$ cat src/rtl/regfile_multiport.sv
// regfile_multiport: parametrised 2-write, N-read register file with bypass and pending scoreboard
module regfile_multiport #(
  parameter int DATA_W  = 32,
  parameter int ADDR_W  = 3,
  parameter int NUM_RD  = 6,
  parameter int BYPASS  = 1,
  parameter int R0_ZERO = 0
) (
  input  logic                       clk,
  input  logic                       reset,
  input  logic                       we1,
  input  logic [ADDR_W-1:0]          waddr1,
  input  logic [DATA_W-1:0]          wdata1,
  input  logic                       we2,
  input  logic [ADDR_W-1:0]          waddr2,
  input  logic [DATA_W-1:0]          wdata2,
  input  logic                       rsv_en,
  input  logic [ADDR_W-1:0]          rsv_addr,
  input  logic [NUM_RD*ADDR_W-1:0]   rd_addr,
  output logic [NUM_RD*DATA_W-1:0]   rd_data,
  output logic [NUM_RD-1:0]          rd_pending,
  output logic [(2**ADDR_W)-1:0]     pending_vec
);
  localparam int DEPTH = 2 ** ADDR_W;
  logic [DATA_W-1:0] regs [DEPTH];
  logic [DEPTH-1:0]  pending;
  assign pending_vec = pending;
  // Register and scoreboard update: port 2 beats port 1, a reservation beats a completing write
  always_ff @(posedge clk) begin
    if (reset) begin
      for (int i = 0; i < DEPTH; i++) regs[i] <= '0;
      pending <= '0;
    end else begin
      for (int i = 0; i < DEPTH; i++) begin
        if (R0_ZERO != 0 && i == 0) begin
          regs[i]    <= '0;
          pending[i] <= 1'b0;
        end else begin
          if (we2 && waddr2 == ADDR_W'(i)) regs[i] <= wdata2;
          else if (we1 && waddr1 == ADDR_W'(i)) regs[i] <= wdata1;
          pending[i] <= (rsv_en && rsv_addr == ADDR_W'(i)) ||
                        (pending[i] && !((we1 && waddr1 == ADDR_W'(i)) || (we2 && waddr2 == ADDR_W'(i))));
        end
      end
    end
  end
  for (genvar k = 0; k < NUM_RD; k++) begin : g_rd
    logic [ADDR_W-1:0] ra;
    logic z, h1, h2;
    assign ra = rd_addr[k*ADDR_W +: ADDR_W];
    assign z  = (R0_ZERO != 0) && (ra == '0);
    assign h2 = (BYPASS != 0) && we2 && (waddr2 == ra);
    assign h1 = (BYPASS != 0) && we1 && (waddr1 == ra);
    assign rd_data[k*DATA_W +: DATA_W] = z ? '0 : h2 ? wdata2 : h1 ? wdata1 : regs[ra];
    assign rd_pending[k] = !z && !h1 && !h2 && pending[ra];
  end
endmodule

$ cat config.mk
export PLATFORM = sky130hd
export DESIGN_NAME = regfile_multiport
export DESIGN_NICKNAME = d
export VERILOG_FILES = /design/src/rtl/regfile_multiport.sv
export SDC_FILE = /design/constraint.sdc
export NUM_CORES = 1
export LEC_CHECK = 0
export BUFFER_PORTS_ARGS = -buffer_cell sky130_fd_sc_hd__buf_2
export CORE_MARGIN = 5
export CORE_UTILIZATION = 55
export CTS_BUF_LIST = sky130_fd_sc_hd__clkbuf_16
export DETAILED_ROUTE_END_ITERATION = 7
export PLACE_DENSITY = 0.75
export SKIP_CTS_REPAIR_TIMING = 1
export SYNTH_ARGS = -nofsm -noshare
export SYNTH_HDL_FRONTEND = slang
export SYNTH_SLANG_ARGS = --single-unit
export TNS_END_PERCENT = 30
$ cat constraint.sdc
create_clock -name clk -period 3.6 [get_ports clk]
set_input_delay 0.18 -clock clk [delete_from_list [all_inputs] [get_ports clk]]
set_output_delay 0.18 -clock clk [all_outputs]
set_load 0.02 [all_outputs]
==> results.md <==
* Status: finished, violations left
* Failing checks: design-rule violations
* Post-synthesis mux area share at 32.2%
* Core ar. at 0.0503 sq mm
* CTS Sinks at 264
* CP max FO at 6
* Largest net degree at the start of global routing at 68
* Placed Area at 0.0297 sq mm
* Required @ worst endpoint at 3.42 ns
* FP Rows at 82
* Latest clock arrival within the worst-skew pair at 0.57 ns
* Die Width at between 200 and 250 microns
* Xor-xnor portion of the synthesized cell area at 1.12%
* Synth-to-layout area growth at 9.62%
* Slew HR at 25.0%
* Post-Syn Area at 0.0281 sq mm
* Register area share after synthesis at 28.0%
* Initial Util at 55.8%
* Final ANT Viol Nets at 0
* Area share of fa/ha/maj cells after synthesis at 0%
* Synth Area in Simple Gates at 14.8%
* RSZ-0062 raised after global routing: false
* CTS root buffer: clkbuf_16
* Fin worst setup slack at 0.618 ns
* Most frequent cell after synthesis: mux4_2
* Drt first-iter violations at 5776
* Fraction of registers with async set/reset at 0%
* Cell count after synthesis at between 2000 and 3000
* Clk buf depth at 3
* Routed wire length per instance at approximately 33 microns
* Setup WS pre-CTS at 0.809 ns
* Detailed placement HPWL at roughly 74000 microns
* Inserted Clock Buffers at 30
* Power Density at 370 mW/mm^2
* Final instance area at 0.0308 sq mm
* Non-Filler Instances at 3428
* Yosys warning total at 0
* Synth top cells by count: 383 x mux4_2, 357 x nor2_1, 292 x nand2_1
* Synth Area in Compound Gates at 17.0%
* Die area at approximately 0.056 sq mm
* #FFs+latches synth at 264
* Final TNS setup at 0 ns
* Worst Tran Pin Value at 1.13 ns
* Fin. Hold Viols at 0
* Initial antenna violation count at 5
* Largest family of logic cells by synthesized area: multiplexers
* Post-synth EDFFs at 256
* Final nets at ~2800
* Most used flip-flop cell after synthesis: edfxtp_1
* Synthesized area per cell at roughly 11 sq um
* GP Congestion at 0.963
* Post-Place Cells at between 3000 and 4000
* Top cell type's share of synthesized area at 30.7%
* Worst setup EP type: primary output
* Via density at 7.91
* Fraction of layout cells with a size suffix above 1 at 32.0%
* Startpoint class of the critical path: register
* H-Tree Depth at 1
* Biggest area consumer among synthesized cells: mux4_2
* Final Cycle Share at 82.8%
* Global route total overflow at 0
* First drt pass iteration count at 8
* Vias at 27100
* Leak at 10.3 nW
* MaxCap Viol Count at 0
* Fmax at 335 MHz
* Critical path class: register to primary output
* Synth unique cells at 46
* # DRC at 2
* Worst min path class: primary input to register
* Top post-synthesis cells by area: mux4_2 31%, edfxtp_1 27%, a211oi_1 5.1%
* Synth Net Count at 2727
* First-pass GRT wire length at ~170000 microns
* Clock Skews at 0 ns
* Worst EP arrival at 2.80 ns
* Max VDD drop at 0.342 mV
* Register clock-pin slew on the reported worst setup and hold paths at 0.06 ns
* Final Max Slew Viols at 0
* Vias in the first global route at 26100
* Fin crit period at approximately 3.0 ns
* Final setup fails at 0
* TritonCTS clock tree: built
* Die Span Y at around 240 microns
* GRT Util Overall at about two fifths
* I/O pins at 302
* Input/output buffers at 301
* Final WL at 113000 microns
## critical path, stage by stage (launching register included)
cell	delay [ns]
edfxtp_1	0.54
mux4_2	0.53
nor2b_1	0.15
a211oi_1	0.64
o31ai_1	0.17
buf_2	0.19
## path summary, 6_finish.rpt
check | end | depth (start not counted) | slack, ns | from
worst max-delay path | rd_data[3] | 5 | 0.62 | regs[6][3]
worst min-delay path | regs[5][5] | 2 | 0.11 | wdata2[5]
worst max register to register | pending_vec[7] | 3 | 2.18 | pending_vec[7]
worst min register to register | pending_vec[1] | 2 | 0.59 | pending_vec[1]
## stage by stage
stage               utilization (%)  power [mW]  hold slack, ns
floorplan                         -        6.91           0.310
global placement               59.2        8.19           0.471
detailed placement             59.2        8.28           0.474
CTS                            61.0        11.2          -0.103
global route                   61.2        11.7           0.114
finish                         61.2        11.4           0.109
## layer usage
layer,track usage (%),vias to the layer above,wire length (microns)
li1,-,10600,-
met1,49.7,13000,35800
met2,58.4,2938,49300
met3,15.3,624,20400
met4,19.4,8,7340
met5,0,-,61
## power breakdown
group          total [mW]  leakage, nW  internal (mW)  switching, mW
logic                4.28         7.23           1.84           2.44
clock network        3.00        0.484           1.70           1.30
registers            4.11         2.58           3.68          0.437
total                11.4         10.3           7.21           4.18
## layout by cell type (no fill, tap or decap), types with 9 or more instances in the layout
cell type and n:
mux4_2 383, nor2_1 356, nand2_1 292, buf_2 290, edfxtp_1 256, nor2b_1 194
a211oi_1 192, o31ai_1 192, a22oi_1 160, buf_4 125, o21ai_0 64, xnor2_1 36
a22o_1 32, clkbuf_16 31, buf_12 15, mux4_1 13, clkinv_1 11, nor3_1 9
## area by class of cell
type | count | area, sq um
antenna | 1 | 2.50
clock buffer | 31 | 776
clock inverter | 25 | 173
fill | 4034 | 19500
inverter | 6 | 22.5
multi-input combinational | 1992 | 18300
sequential | 264 | 7850
tap | 672 | 841
timing repair buffer | 437 | 2760
## flip-flops by register name (all words and copies together), names as in the netlist
signal / flops
pending_vec: 8
regs: 256
## kinds of logic (layout without fill, tap and decap cells)
kind of cell	count (synthesis)	count (layout)
xor+xnor	36	36
mux	402	402
other cells	0	1
compound gates	653	653
flops	264	264
buf+inv	375	499
simple gates	901	901
(Power assumes the default switching activity.)
